## src/rtl/wave_generator_if.sv

```systemverilog
// wave_generator_if: control and sample bundle for wave_generator
//   master drives ena/load/mode/lo/hi/step/period and observes out/dir/wrap/cfg_err
//   slave is the generator side
interface wave_generator_if #(
   parameter int N  = 8,
   parameter int PW = 16
);
   logic          ena;
   logic          load;
   logic [1:0]    mode;
   logic [N-1:0]  lo;
   logic [N-1:0]  hi;
   logic [N-1:0]  step;
   logic [PW-1:0] period;
   logic [N-1:0]  out;
   logic          dir;
   logic          wrap;
   logic          cfg_err;
   modport master (output ena, load, mode, lo, hi, step, period, input out, dir, wrap, cfg_err);
   modport slave  (input ena, load, mode, lo, hi, step, period, output out, dir, wrap, cfg_err);
endinterface

```

## src/rtl/wave_generator.sv

```systemverilog
// wave_generator: triangle / saw-up / saw-down / square source between programmable bounds
//   clk, rst    : clock, synchronous active-high reset
//   bus.ena     : advance enable (all state holds when low)
//   bus.load    : latch mode/lo/hi/step/period and restart at lo
//   bus.out     : registered sample, bus.dir: triangle direction (1 = down)
//   bus.wrap    : one-cycle pulse with the first post-turn sample
//   bus.cfg_err : active config invalid (lo > hi or step == 0), updates frozen
module wave_generator #(
   parameter int N  = 8,
   parameter int PW = 16
) (
   input  logic clk,
   input  logic rst,
   wave_generator_if.slave bus
);
   typedef enum logic [1:0] {M_TRI, M_SAW_UP, M_SAW_DN, M_SQUARE} mode_e;
   mode_e         mode_q, mode_d;
   logic [N-1:0]  lo_q, lo_d, hi_q, hi_d, step_q, step_d, out_q, out_d;
   logic [PW-1:0] period_q, period_d, pcnt_q, pcnt_d;
   logic          dir_q, dir_d, wrap_q, wrap_d, err_q, err_d;
   logic [N:0]    sum, gap;
   logic [N-1:0]  up, dn;
   logic          at_hi, at_lo, turn, fire;
   // Saturating moves are done one bit wider so x+step can never wrap.
   assign sum   = {1'b0, out_q} + {1'b0, step_q};
   assign gap   = {1'b0, out_q} - {1'b0, lo_q};
   assign up    = (sum > {1'b0, hi_q}) ? hi_q : sum[N-1:0];
   assign dn    = (gap >= {1'b0, step_q}) ? out_q - step_q : lo_q;
   assign at_hi = out_q == hi_q;
   assign at_lo = out_q == lo_q;
   assign turn  = dir_q ? at_lo : at_hi;
   assign fire  = bus.ena && !err_q && pcnt_q == period_q;
   always_comb begin
      mode_d   = mode_q;
      lo_d     = lo_q;
      hi_d     = hi_q;
      step_d   = step_q;
      period_d = period_q;
      out_d    = out_q;
      dir_d    = dir_q;
      pcnt_d   = pcnt_q;
      err_d    = err_q;
      wrap_d   = 1'b0;
      if (bus.load) begin
         mode_d   = mode_e'(bus.mode);
         lo_d     = bus.lo;
         hi_d     = bus.hi;
         step_d   = bus.step;
         period_d = bus.period;
         out_d    = bus.lo;
         dir_d    = 1'b0;
         pcnt_d   = '0;
         err_d    = (bus.lo > bus.hi) || (bus.step == '0);
      end else if (bus.ena && !err_q) begin
         pcnt_d = fire ? '0 : pcnt_q + 1'b1;
         if (fire) begin
            case (mode_q)
               // A turn moves straight off the bound so no value repeats at the peak.
               M_TRI: begin
                  out_d  = (dir_q ^ turn) ? dn : up;
                  dir_d  = dir_q ^ turn;
                  wrap_d = turn;
               end
               M_SAW_UP: begin
                  out_d  = at_hi ? lo_q : up;
                  wrap_d = at_hi;
               end
               M_SAW_DN: begin
                  out_d  = at_lo ? hi_q : dn;
                  wrap_d = at_lo;
               end
               // Degenerate lo==hi still pulses wrap on every update.
               M_SQUARE: begin
                  out_d  = at_lo ? hi_q : lo_q;
                  wrap_d = !at_lo || at_hi;
               end
            endcase
         end
      end
   end
   always_ff @(posedge clk) begin
      if (rst) begin
         mode_q   <= M_TRI;
         lo_q     <= '0;
         hi_q     <= '1;
         step_q   <= N'(1);
         period_q <= '0;
         out_q    <= '0;
         dir_q    <= 1'b0;
         pcnt_q   <= '0;
         wrap_q   <= 1'b0;
         err_q    <= 1'b0;
      end else begin
         mode_q   <= mode_d;
         lo_q     <= lo_d;
         hi_q     <= hi_d;
         step_q   <= step_d;
         period_q <= period_d;
         out_q    <= out_d;
         dir_q    <= dir_d;
         pcnt_q   <= pcnt_d;
         wrap_q   <= wrap_d;
         err_q    <= err_d;
      end
   end
   assign bus.out     = out_q;
   assign bus.dir     = dir_q;
   assign bus.wrap    = wrap_q;
   assign bus.cfg_err = err_q;
endmodule

```

## src/flat_wrapper.sv

```systemverilog
// flat-port wrapper written by rule: the top's interface ports become plain ports
module wave_generator_flat 
#(
   parameter int N  = 8,
   parameter int PW = 16
)
  (clk, rst, bus_ena, bus_load, bus_mode, bus_lo, bus_hi, bus_step, bus_period, bus_out, bus_dir, bus_wrap, bus_cfg_err);
  wave_generator_if #(.N(N), .PW(PW)) bus_i ();
  input  logic clk;
  input  logic rst;
  input wire logic [$bits(bus_i.ena)-1:0] bus_ena;
  input wire logic [$bits(bus_i.load)-1:0] bus_load;
  input wire logic [$bits(bus_i.mode)-1:0] bus_mode;
  input wire logic [$bits(bus_i.lo)-1:0] bus_lo;
  input wire logic [$bits(bus_i.hi)-1:0] bus_hi;
  input wire logic [$bits(bus_i.step)-1:0] bus_step;
  input wire logic [$bits(bus_i.period)-1:0] bus_period;
  output wire logic [$bits(bus_i.out)-1:0] bus_out;
  output wire logic [$bits(bus_i.dir)-1:0] bus_dir;
  output wire logic [$bits(bus_i.wrap)-1:0] bus_wrap;
  output wire logic [$bits(bus_i.cfg_err)-1:0] bus_cfg_err;
  assign bus_i.ena = bus_ena;
  assign bus_i.load = bus_load;
  assign bus_i.mode = bus_mode;
  assign bus_i.lo = bus_lo;
  assign bus_i.hi = bus_hi;
  assign bus_i.step = bus_step;
  assign bus_i.period = bus_period;
  assign bus_out = bus_i.out;
  assign bus_dir = bus_i.dir;
  assign bus_wrap = bus_i.wrap;
  assign bus_cfg_err = bus_i.cfg_err;
  wave_generator #(.N(N), .PW(PW)) u_core (.clk(clk), .rst(rst), .bus(bus_i));
endmodule
```

## config.mk

```make
export PLATFORM = sky130hd
export DESIGN_NAME = wave_generator_flat
export DESIGN_NICKNAME = d
export VERILOG_FILES = /design/src/rtl/wave_generator_if.sv /design/src/rtl/wave_generator.sv /design/src/flat_wrapper.sv
export SDC_FILE = /design/constraint.sdc
export NUM_CORES = 1
export LEC_CHECK = 0
export ABC_AREA = 1
export BUFFER_PORTS_ARGS = -buffer_cell sky130_fd_sc_hd__buf_4
export CAP_MARGIN = 5
export CORE_MARGIN = 2
export CORE_UTILIZATION = 30
export CTS_CLUSTER_SIZE = 30
export DETAILED_ROUTE_END_ITERATION = 12
export GPL_ROUTABILITY_DRIVEN = 0
export SETUP_SLACK_MARGIN = 0.15
export SLEW_MARGIN = 20
export SYNTH_ARGS = -nofsm -noshare
export SYNTH_HDL_FRONTEND = slang
export SYNTH_SLANG_ARGS = --single-unit
export TNS_END_PERCENT = 1
```

## constraint.sdc

```tcl
create_clock -name clk -period 8.59 [get_ports clk]
set_input_delay 1.718 -clock clk [delete_from_list [all_inputs] [get_ports clk]]
set_output_delay 1.718 -clock clk [all_outputs]
set_load 0.05 [all_outputs]
```

==> results of run 1 <==
==> metrics by stage <==
| stage | instances | hold WS [ps] | cell area, sq um |
|---|---|---|---|
| 2_1_floorplan | 852 | 448 | 5560 |
| 3_3_place_gp | 1118 | 469 | 6150 |
| 3_5_place_dp | 1118 | 469 | 6150 |
| 4_1_cts | 1133 | 479 | 6420 |
| 5_1_grt | 1133 | 493 | 6420 |
| 6_report | 1133 | 477 | 6420 |
==> cell usage in the layout, fill, tap and decap left out, types with 2 or more instances in the layout <==
| cell | netlist | layout |
|---|---|---|
| inv_1 | 132 | 132 |
| nor3_2 | 2 | 2 |
| nor2_1 | 60 | 60 |
| or2_2 | 5 | 5 |
| o21ai_2 | 2 | 2 |
| o21bai_1 | 3 | 3 |
| o21ai_0 | 68 | 68 |
| nand2_2 | 7 | 7 |
| inv_2 | 7 | 7 |
| a31oi_1 | 3 | 3 |
| a21oi_4 | 3 | 3 |
| clkinvlp_4 | 0 | 2 |
| nand3_1 | 57 | 57 |
| or2_1 | 2 | 2 |
| nand2_1 | 204 | 204 |
| nor3_1 | 11 | 11 |
| nor4_1 | 4 | 4 |
| a21oi_2 | 8 | 8 |
| a21oi_1 | 52 | 52 |
| nand3b_1 | 3 | 3 |
| xor2_1 | 16 | 16 |
| a221oi_1 | 2 | 2 |
| nand2_4 | 2 | 2 |
| o22ai_1 | 9 | 9 |
| buf_4 | 1 | 57 |
| xnor2_1 | 5 | 5 |
| fa_1 | 3 | 3 |
| nand4_1 | 26 | 26 |
| ha_1 | 48 | 48 |
| nor2_2 | 2 | 2 |
| dfxtp_1 | 69 | 69 |
| clkbuf_16 | 0 | 9 |
| clkinv_1 | 5 | 5 |
==> flip-flops by register name, summed over array words and instances, names as in the netlist <==
register and flops:
u_core.mode_q 2, u_core.bus.wrap 1, u_core.bus.cfg_err 1, u_core.bus.out 8, u_core.step_q 8, u_core.lo_q 8, u_core.pcnt_q 16, u_core.period_q 16
u_core.bus.dir 1, u_core.hi_q 8
==> worst max-delay path, delay by kind of cell (launching register included) <==
family                     cells  cell delay (ps)
and+or+nand+nor               13             1370
xor gates and xnor gates       1              120
AOI/OAI and AO/OA              5              810
adders and majority gates      2              670
buffers and inverters          2              190
DFF                            1              380
==> logic make-up (layout without fill, tap and decap cells) <==
family,count (synthesis),after routing
AOI/OAI and AO/OA,156,156
xor gates and xnor gates,22,22
adders and majority gates,51,51
buffers and inverters,164,216
DFF,69,69
and+or+nand+nor,390,390
==> path summary, 6_finish.rpt <==
kind	from	endpoint	slack, ps	depth (start not counted)
worst max-delay path	u_core.lo_q[2]	u_core.bus.out[0]	4990	23
worst max register to register	u_core.lo_q[2]	u_core.bus.out[0]	4990	23
worst min register to register	u_core.period_q[6]	u_core.period_q[6]	480	2
worst min-delay path	u_core.period_q[6]	u_core.period_q[6]	480	2
==> per-layer routing <==
metal  vias to the layer above  GRT usage  part of all wire
li1                       2876          -                 -
met1                      2558      0.205              0.42
met2                       181      0.305              0.48
met3                        40     0.0308             0.056
met4                         0     0.0819             0.040
met5                         -          0                 0
==> power by group <==
group / switching (uW) / total, uW / internal, uW
Combinational: 210 / 331 / 121
Clock: 152 / 347 / 195
Sequential: 18.1 / 355 / 336
==> layout make-up <==
| class | count | area, sq um | share of cell area |
|---|---|---|---|
| multi-input cells | 619 | 3520 | 0.548 |
| flip-flops and latches | 69 | 1380 | 0.215 |
| inverters | 144 | 541 | 0.0842 |
| repair buffers | 57 | 428 | 0.0667 |
| well taps | 229 | 287 | 0.0446 |
| clock buffers | 10 | 229 | 0.0357 |
| clock inverters | 5 | 37.5 | 0.00585 |
==> metrics.md, run 1 <==
| Metric | Value |
|---|---|
| Final Power | `1030 uW` |
| Endpoints failing hold | `0` |
| Crit end category | `flop` |
| Arrival @ worst endpoint | `3890 ps` |
| Total GRT Usage | `0.173` |
| Die width | `140 um` |
| Crit Path Category | `flop to flop` |
| Root buf cell | `clkbuf_16` |
| Area grow syn2layout | `15.5%` |
| Largest net degree at the start of global routing | `47` |
| Max cap viols | `0` |
| CTS clock-pin slew for the worst setup and hold paths | `60 ps` |
| Pwr/cell area | `161 mW/mm^2` |
| Sink Count | `69` |
| Synth area leaders | `dfxtp_1 (25%), nand2_1 (14%), ha_1 (11%)` |
| Top-count cell post-synth | `nand2_1` |
| Vias in the first global route | `5529` |
| Die area | `0.0196 sq mm` |
| Worst slew margin | `0.444` |
| IO Pins | `57` |
| Ys Warns | `0` |
| Ys async rst share | `0` |
| Pins Over Slew Limit | `0` |
| Clock buffer count from CTS | `9` |
| Synth Register Bits | `69` |
| Drt pass-1 iters | `12` |
| Setup violations, final | `0` |
| TNS Setup | `0 ps` |
| Clk buf depth | `2` |
| Vias per Instance | `4.99` |
| Syn Nets | `949` |
| Synth Area in Simple Gates | `0.314` |
| Compound-Gate Fraction of Synth Area | `0.164` |
| Post-synthesis cell area | `0.00556 sq mm` |
| Post-CTS Repair Setup Buffers | `0` |
| Hold Path Class | `flop to flop` |
| Syn Area/Cell | `6.52 sq um` |
| CP max stage cell | `dfxtp_1` |
| Hold-fix buffers, CTS | `0` |
| WL final | `16500 um` |
| Crit start category | `flop` |
| Initial Util | `0.307` |
| Final-stage net count | `997` |
| Antenna-violating nets left | `0` |
| Post-Synth XOR/XNOR Area | `0.0360` |
| Pre-CTS worst setup slack | `5050 ps` |
| Via count | `5655` |
| Post-CTS Resized | `0` |
| Cell taking the most area after synthesis | `dfxtp_1` |
| Worst slew pin tran | `831 ps` |
| Initial antenna violation count | `0` |
| Antenna diode instance count | `0` |
| Status | `finished with violations` |
| Share of the synthesized area in the top cell type | `0.249` |
| Post-synth EDFFs | `0` |
| Netlist cell types | `46` |
| HPWL after detailed placement | `13100 um` |
| Failing checks | `DRC` |
| TritonCTS clock tree | `built` |
| Port buffer count | `56` |
| Remaining DRCs | `1` |
| Register area share after synthesis | `0.249` |
| Final period util | `0.420` |
| Number of core rows | `49` |
| Unrepaired setup endpoints after global routing | `no` |
| Crit path required time | `8870 ps` |
| Layout fillers | `1980` |
| Initial DRC count | `283` |
| Adder-cell share of the synthesized area | `0.119` |
| Largest family of logic cells by synthesized area | `simple AND/OR/NAND/NOR gates` |
| Worst-path cell chain | `inv_1 > ha_1 > nand2_1 > o21ai_0 > a21oi_1 > o21bai_1 > nand2_1 > nand2_1 > a21oi_1 > xnor2_1 > ha_1 > nand2_1 > nor2_1 > nand3_1 > nand3_4 > nand2_1 > nand3_1 > nand2_1 > inv_1 > nand2_1 > nand3_1 > nand2_1 > a21oi_2` |
| Core Util, Final | `0.355` |
| Insertion delay to the later sink of the worst-skew pair | `350 ps` |
| Mapped Cells | `852` |
| Critical Path Max Stage Delay | `380 ps` |
| First-pass GRT wire length | `27200 um` |
| Worst Path Max Fanout | `9` |
| Share of cells above drive strength 1 | `0.126` |
| Clock period minus worst slack | `3600 ps` |
| Cell mode on critical path | `nand2_1` |
| H-Tree Depth | `3` |
| Static Leak | `0.00320 uW` |
| Clock skew | `6.67 ps` |
| Mux contribution to synthesized area | `0` |
| Final worst setup slack | `4990 ps` |
| F_max | `277 MHz` |
| WL/cell | `14.5 um` |
| Die Span Y | `140 um` |
| Max VDD drop | `0.000110 V` |
| Grt total ovfl | `0` |
| Core ar. | `0.0181 sq mm` |
| Predominant post-synthesis flop cell | `dfxtp_1` |
| Most frequent cells after synthesis | `nand2_1 (204), inv_1 (132), dfxtp_1 (69)` |
Power figures use the tool's default switching activity.
==> run 2: changes to the inputs <==
- ABC_AREA: 1 -> 0
- clock period: 8.59 -> 3.75 ns (I/O delays scaled with it)
==> metrics.md, run 2 <==
| Metric | Value |
|---|---|
| Status | `finished clean` |
| Most frequent cells after synthesis | `nor2_1 (83), dfxtp_1 (69), ha_1 (48)` |
| Crit start category | `flop` |
| Hold Path Depth | `2 (unchanged)` |
| Drt pass-1 iters | `4 (-8)` |
| Initial Util | `0.307 (about the same)` |
| Die width | `135 um (-3.9%)` |
| CP max stage cell | `dfxtp_4` |
| Worst R2R Setup Slack | `180 ps (-4810 ps)` |
| Remaining DRCs | `0 (-1)` |
| Antenna diode instance count | `0 (unchanged)` |
| Ys Warns | `0 (unchanged)` |
| Crit path required time | `4000 ps (-4870 ps)` |
| Max cap viols | `0 (unchanged)` |
| Synth Register Bits | `69 (unchanged)` |
| Final worst setup slack | `180 ps (-4810 ps)` |
| Cell taking the most area after synthesis | `dfxtp_1` |
| Endpoints failing hold | `0 (unchanged)` |
| Kind of cell adding the most delay to the critical path | `compound AO/OA/AOI/OAI gates` |
| Initial DRC count | `239 (-16%)` |
| Hold Path Class | `flop to flop` |
| Crit Path Category | `flop to flop` |
| Largest net degree at the start of global routing | `47 (unchanged)` |
| R2R cell count | `16 (-30%)` |
| Top-count cell post-synth | `nor2_1` |
| Layout fillers | `1678 (-15%)` |
| H-Tree Depth | `3 (unchanged)` |
| TritonCTS clock tree | `built` |
| Insertion delay to the later sink of the worst-skew pair | `340 ps (about the same)` |
| Port buffer count | `56 (unchanged)` |
| Ys async rst share | `0 (unchanged)` |
| Die area | `0.0181 sq mm (-7.7%)` |
| Grt total ovfl | `0 (unchanged)` |
| Clock period minus worst slack | `3570 ps (-33.8 ps)` |
| F_max | `280 MHz (+0.95%)` |
| Share of the synthesized area in the top cell type | `0.270 (+0.0215)` |
| Pins Over Slew Limit | `0 (unchanged)` |
| IO Pins | `57 (unchanged)` |
| Worst slew margin | `0.377 (-0.0669)` |
| TNS Setup | `0 ps (unchanged)` |
| WL/cell | `16.9 um (+16%)` |
| Final period util | `0.952 (+0.533)` |
| Critical Path Max Stage Delay | `370 ps (about the same)` |
| Core ar. | `0.0166 sq mm (-8.0%)` |
| Clk buf depth | `2 (unchanged)` |
| Vias in the first global route | `4573 (-17%)` |
| Root buf cell | `clkbuf_16` |
| Crit end category | `flop` |
| Syn Area/Cell | `8.28 sq um (+27%)` |
| Reg-to-Reg End | `u_core.bus.out[3]` |
| Mapped Cells | `618 (-27%)` |
| Area grow syn2layout | `27.1%` |
| Total GRT Usage | `0.171 (-0.00217)` |
| Commonest cells after routing, fill and taps aside | `buf_4 (89), nor2_1 (81), dfxtp_1 (63)` |
| Met3 Routed Length | `1120 um (+22%)` |
| Syn Nets | `715 (-25%)` |
| Worst slew pin tran | `932 ps (+101 ps)` |
| Pwr/cell area | `402 mW/mm^2 (+150%)` |
| Final-stage net count | `791 (-21%)` |
| Arrival @ worst endpoint | `3820 ps (-70 ps)` |
| Max VDD drop | `0.000250 V (+130%)` |
| Predominant post-synthesis flop cell | `dfxtp_1` |
| Met2 routed WL | `7220 um (-9.1%)` |
| Setup violations, final | `0 (unchanged)` |
| Clock skew | `6.24 ps (-0.424 ps)` |
| Initial antenna violation count | `0 (unchanged)` |
| CTS clock-pin slew for the worst setup and hold paths | `60 ps (about the same)` |
| WP buf/inv | `2 (unchanged)` |
| Post-synth EDFFs | `0 (unchanged)` |
| Biggest regs | `u_core.pcnt_q (16), u_core.period_q (16)` |
| Sink Count | `69 (unchanged)` |
| Number of core rows | `47 (-4.1%)` |
| CP Launch Point | `u_core.bus.out[0]` |
| Worst Path Max Fanout | `6 (-3)` |
| First-pass GRT wire length | `24000 um (-12%)` |
| Crit path depth | `16 (-30%)` |
| Pre-CTS worst setup slack | `24.0 ps (-5030 ps)` |
| Synth area leaders | `dfxtp_1 (27%), ha_1 (12%), mux2i_1 (9.2%)` |
| Origin of the critical flop-to-flop path | `u_core.bus.out[0]` |
| Register area share after synthesis | `0.270 (+0.0215)` |
| Worst-path cell chain | `ha_4 > fa_2 > nand2b_4 > a221oi_4 > nor4b_2 > a211oi_2 > ha_1 > nand4_1 > a21oi_2 > nor4_2 > o211ai_2 > buf_6 > buf_4 > a211oi_2 > a211oi_2 > a211oi_1` |
| Post-synthesis cell area | `0.00511 sq mm (-7.9%)` |
| Vias per Instance | `5.16 (+3.4%)` |
| Final Power | `2610 uW (+150%)` |
| Via count | `4739 (-16%)` |
| Top routing layer in use | `met4` |
| HPWL after detailed placement | `11700 um (-11%)` |
| Antenna-violating nets left | `0 (unchanged)` |
| Unrepaired setup endpoints after global routing | `yes` |
| Critical Path End | `u_core.bus.out[3]` |
| Static Leak | `0.00287 uW (-10%)` |
| Netlist cell types | `59 (+28%)` |
| WL final | `15500 um (-5.8%)` |
| Cell mode on critical path | `a211oi_2` |
| M1 wire length | `6690 um (-3.8%)` |
| Die Span Y | `135 um (-3.9%)` |
| Share of cells above drive strength 1 | `0.238 (+0.112)` |
| Most common cell after layout, fill and taps aside | `buf_4` |
| Clock buffer count from CTS | `9 (unchanged)` |
## run 2: cell types whose count changed in the layout (fill, tap and decap cells not counted), sizes merged, moves of 36 or more
cell,previous run,this run
buf,57,93
inv,140,42
mux2i,0,47
nand2,213,41
nand3,59,9
o21ai,71,26
## run 2: per-stage QoR
step / area (sq um) / hold WS, ps / std cells / utilization
CTS: 6240 / 525 / 909 / 0.375
floorplan: 5120 / 481 / 618 / -
global route: 6500 / 538 / 918 / 0.391
finish: 6500 / 517 / 918 / 0.391
detailed placement: 5870 / 506 / 889 / 0.353
global placement: 5870 / 493 / 889 / 0.353
## run 2: tightest hold or removal path, delay by kind of cell (launching register included)
kind,cells,cell delay [ps]
flops,1,340
simple gates,1,70
mux,1,70
## run 2: kinds of logic (layout without fill, tap and decap cells)
| logic type | after synthesis | in the layout | share of synthesized area |
|---|---|---|---|
| compound gates | 120 | 121 | 0.165 |
| flops | 69 | 69 | 0.270 |
| fa+ha+maj | 51 | 51 | 0.129 |
| xor+xnor | 54 | 54 | 0.0925 |
| mux | 48 | 48 | 0.0942 |
| simple gates | 205 | 205 | 0.194 |
| buf+inv | 71 | 150 | 0.0555 |
## run 2: worst min-delay path by stage
stage	from	to	slack (ps)
2_1_floorplan	u_core.period_q[11]	u_core.period_q[11]	480
3_3_place_gp	u_core.period_q[12]	u_core.period_q[12]	490
3_5_place_dp	u_core.period_q[12]	u_core.period_q[12]	510
4_1_cts	u_core.period_q[0]	u_core.period_q[0]	520
5_1_grt	u_core.period_q[0]	u_core.period_q[0]	540
6_report	u_core.period_q[14]	u_core.period_q[14]	520
## run 2: metal layers
layer	GRT usage	vias to the layer above
met1	0.220	2203
li1	-	2323
met3	0.0398	36
met5	0	-
met4	0.0608	0
met2	0.282	177
## run 2: final cells by class
| class | count | area [sq um] | area share |
|---|---|---|---|
| well taps | 220 | 275 | 0.0423 |
| flip-flops and latches | 69 | 1400 | 0.215 |
| clock buffers | 9 | 225 | 0.0346 |
| inverters | 42 | 158 | 0.0242 |
| clock inverters | 6 | 65.1 | 0.0100 |
| multi-input cells | 479 | 3670 | 0.564 |
| repair buffers | 93 | 713 | 0.110 |
## run 2: report_power, final
part           switching [uW]  total [uW]  leakage, uW  internal, uW
registers                50.9         821     0.000569           770
clock network             337         848     0.000141           511
logic                     518         946      0.00216           428
## run 2: repair_timing
action / CTS / global route
buffers inserted: 4 / 9
cloned: 1 / 0
pin swaps: 3 / 34
setup endpoints to repair: 8 / 8
endpoints found under the hold margin: 0 / 0
resized for setup: 9 / 47
hold buffers: 0 / 0
==> run 3: changes to the inputs <==
- ABC_AREA: 0 -> 1
- RECOVER_POWER: default -> 25
==> metrics.md, run 3 (synthesis gave the netlist of run 1 again) <==
| Metric | Value |
|---|---|
| Area grow syn2layout | `17.6%` |
| Hold-fix buffers, CTS | `0 (unchanged)` |
| Unrepaired setup endpoints after global routing | `no` |
| Setup violations, final | `0 (unchanged)` |
| Clock buffer count from CTS | `9 (unchanged)` |
| Crit start category | `flop` |
| Worst Path Max Fanout | `9 (+3)` |
| WL/cell | `14.5 um (-14%)` |
| Die Span Y | `140 um (+4.1%)` |
| Post-CTS Resized | `0 (-9)` |
| WP buf/inv | `0 (-2)` |
| Arrival @ worst endpoint | `3560 ps (-260 ps)` |
| Origin of the critical flop-to-flop path | `u_core.step_q[0]` |
| Final period util | `0.891 (-0.0613)` |
| Clock skew | `5.55 ps (-0.697 ps)` |
| Largest net degree at the start of global routing | `38 (-19%)` |
| CTS clock-pin slew for the worst setup and hold paths | `60 ps (about the same)` |
| Static Leak | `0.00324 uW (+13%)` |
| Final worst setup slack | `409 ps (+230 ps)` |
| TNS Setup | `0 ps (unchanged)` |
| Commonest cells after routing, fill and taps aside | `nand2_1 (202), inv_1 (132), o21ai_0 (67)` |
| H-Tree Depth | `3 (unchanged)` |
| Worst slew margin | `0.500 (+0.123)` |
| Antenna diode instance count | `0 (unchanged)` |
| Grt total ovfl | `0 (unchanged)` |
| Antenna-violating nets left | `0 (unchanged)` |
| Status | `finished with violations` |
| Kind of cell adding the most delay to the critical path | `simple AND/OR/NAND/NOR gates` |
| Sink Count | `69 (unchanged)` |
| CP max stage cell | `fa_1` |
| Root buf cell | `clkbuf_16` |
| Port buffer count | `56 (unchanged)` |
| Share of cells above drive strength 1 | `0.143 (-0.0951)` |
| F_max | `299 MHz (+6.9%)` |
| Drt pass-1 iters | `9 (+5)` |
| Insertion delay to the later sink of the worst-skew pair | `340 ps (about the same)` |
| Pins Over Slew Limit | `0 (unchanged)` |
| Layout fillers | `1945 (+16%)` |
| Remaining DRCs | `1 (+1)` |
| Clk buf depth | `2 (unchanged)` |
| Failing checks | `DRC` |
| Biggest regs | `u_core.pcnt_q (16), u_core.period_q (16)` |
| CP Launch Point | `u_core.step_q[0]` |
| Pre-CTS worst setup slack | `294 ps (+270 ps)` |
| Die area | `0.0196 sq mm (+8.4%)` |
| Clock period minus worst slack | `3340 ps (-230 ps)` |
| Cell mode on critical path | `nand2_1` |
| Total GRT Usage | `0.173 (+0.00206)` |
| Crit path required time | `3970 ps (-30 ps)` |
| Vias in the first global route | `5342 (+17%)` |
| Crit end category | `flop` |
| Core ar. | `0.0181 sq mm (+8.7%)` |
| Number of core rows | `49 (+4.3%)` |
| Final-stage net count | `1003 (+27%)` |
| Max VDD drop | `0.000352 V (+41%)` |
| Start point of the worst hold path | `u_core.period_q[13]` |
| Hold Path Class | `flop to flop` |
| Endpoints failing hold | `0 (unchanged)` |
| Post-CTS Repair Setup Buffers | `0 (-4)` |
| Pwr/cell area | `380 mW/mm^2 (-5.5%)` |
| Vias per Instance | `4.88 (-5.5%)` |
| Initial DRC count | `358 (+50%)` |
| Via count | `5563 (+17%)` |
| Final Power | `2480 uW (-4.9%)` |
| HPWL after detailed placement | `13200 um (+13%)` |
| Critical Path Max Stage Delay | `410 ps (+40 ps)` |
| Worst slew pin tran | `747 ps (-185 ps)` |
| Max cap viols | `0 (unchanged)` |
| Worst-path cell chain | `ha_1 > fa_1 > nand3_1 > nand2_2 > xor2_1 > ha_1 > nand2_1 > nor2_1 > nand2_1 > nand3_1 > nand2_1 > nand2_1 > nand2_1 > nand2_1 > nand2_2 > nand2_4 > nand2_1 > nand3_1 > nand2_1 > nand3_1 > nand2_1 > a21oi_2` |
| Most common cell after layout, fill and taps aside | `nand2_1` |
| Die width | `140 um (+4.1%)` |
| Crit Path Category | `flop to flop` |
| Multi-input gate area | `0.00355 sq mm (-3.1%)` |
| Reg area | `0.00139 sq mm (-0.72%)` |
| Initial antenna violation count | `0 (unchanged)` |
| First-pass GRT wire length | `27000 um (+13%)` |
| IO Pins | `57 (unchanged)` |
| WL final | `16600 um (+6.8%)` |
| TritonCTS clock tree | `built` |
| Initial Util | `0.307 (about the same)` |
-- run 3: cell count changes in the layout (fill, tap and decap cells not counted), sizes merged, moves of 17 or more --
cell,before,now
buf,93,59
a21oi,35,63
xnor2,22,5
nor2,83,63
inv,42,139
nand3,9,59
mux2i,47,0
o21ai,26,71
nand2,41,213
a211oi,19,1
-- run 3: per-stage QoR --
stage | hold slack [ps] | utilization | cells | area, sq um
CTS | 481 | 0.360 | 1140 | 6510
global route | 501 | 0.361 | 1140 | 6540
global placement | 466 | 0.343 | 1124 | 6200
detailed placement | 472 | 0.343 | 1124 | 6200
finish | 476 | 0.361 | 1140 | 6540
floorplan | 448 | - | 852 | 5560
-- run 3: worst paths after layout --
check        depth (start not counted)  slack (ps)                  end
min reg2reg                          2         480  u_core.period_q[13]
max                                 22         410    u_core.bus.out[7]
max reg2reg                         22         410    u_core.bus.out[7]
min                                  2         480  u_core.period_q[13]
-- run 3: final cells by class --
type / count / area share
multi-input combinational: 619 / 0.544
timing repair buffer: 63 / 0.0701
clock inverter: 5 / 0.00900
sequential: 69 / 0.212
tap: 229 / 0.0438
inverter: 144 / 0.0827
clock buffer: 11 / 0.0387
-- run 3: where the power goes --
group	internal (uW)	switching, uW
clock network	551	338
registers	771	36.4
logic	287	502
total	1610	876
-- run 3: routing by layer --
layer | track usage | vias to the layer above | share of wire | routed length (um)
li1 | - | 2886 | - | -
met1 | 0.204 | 2503 | 0.43 | 7060
met2 | 0.309 | 135 | 0.49 | 8110
met3 | 0.0352 | 39 | 0.047 | 778
met4 | 0.0696 | 0 | 0.037 | 611
met5 | 0 | - | 0 | 0
-- run 3: worst reg2reg max path, stage by stage, from the launching register on --
cell     delay [ps]
dfxtp_1         380
ha_1            240
fa_1            410
nand3_1         120
nand2_2          90
xor2_1          300
ha_1            330
nand2_1         110
nor2_1           60
nand2_1          50
nand3_1          60
nand2_1          60
nand2_1          50
nand2_1          60
nand2_1          50
nand2_2         210
nand2_4         140
nand2_1         120
nand3_1          70
nand2_1          80
nand3_1          70
nand2_1          80
a21oi_2          50
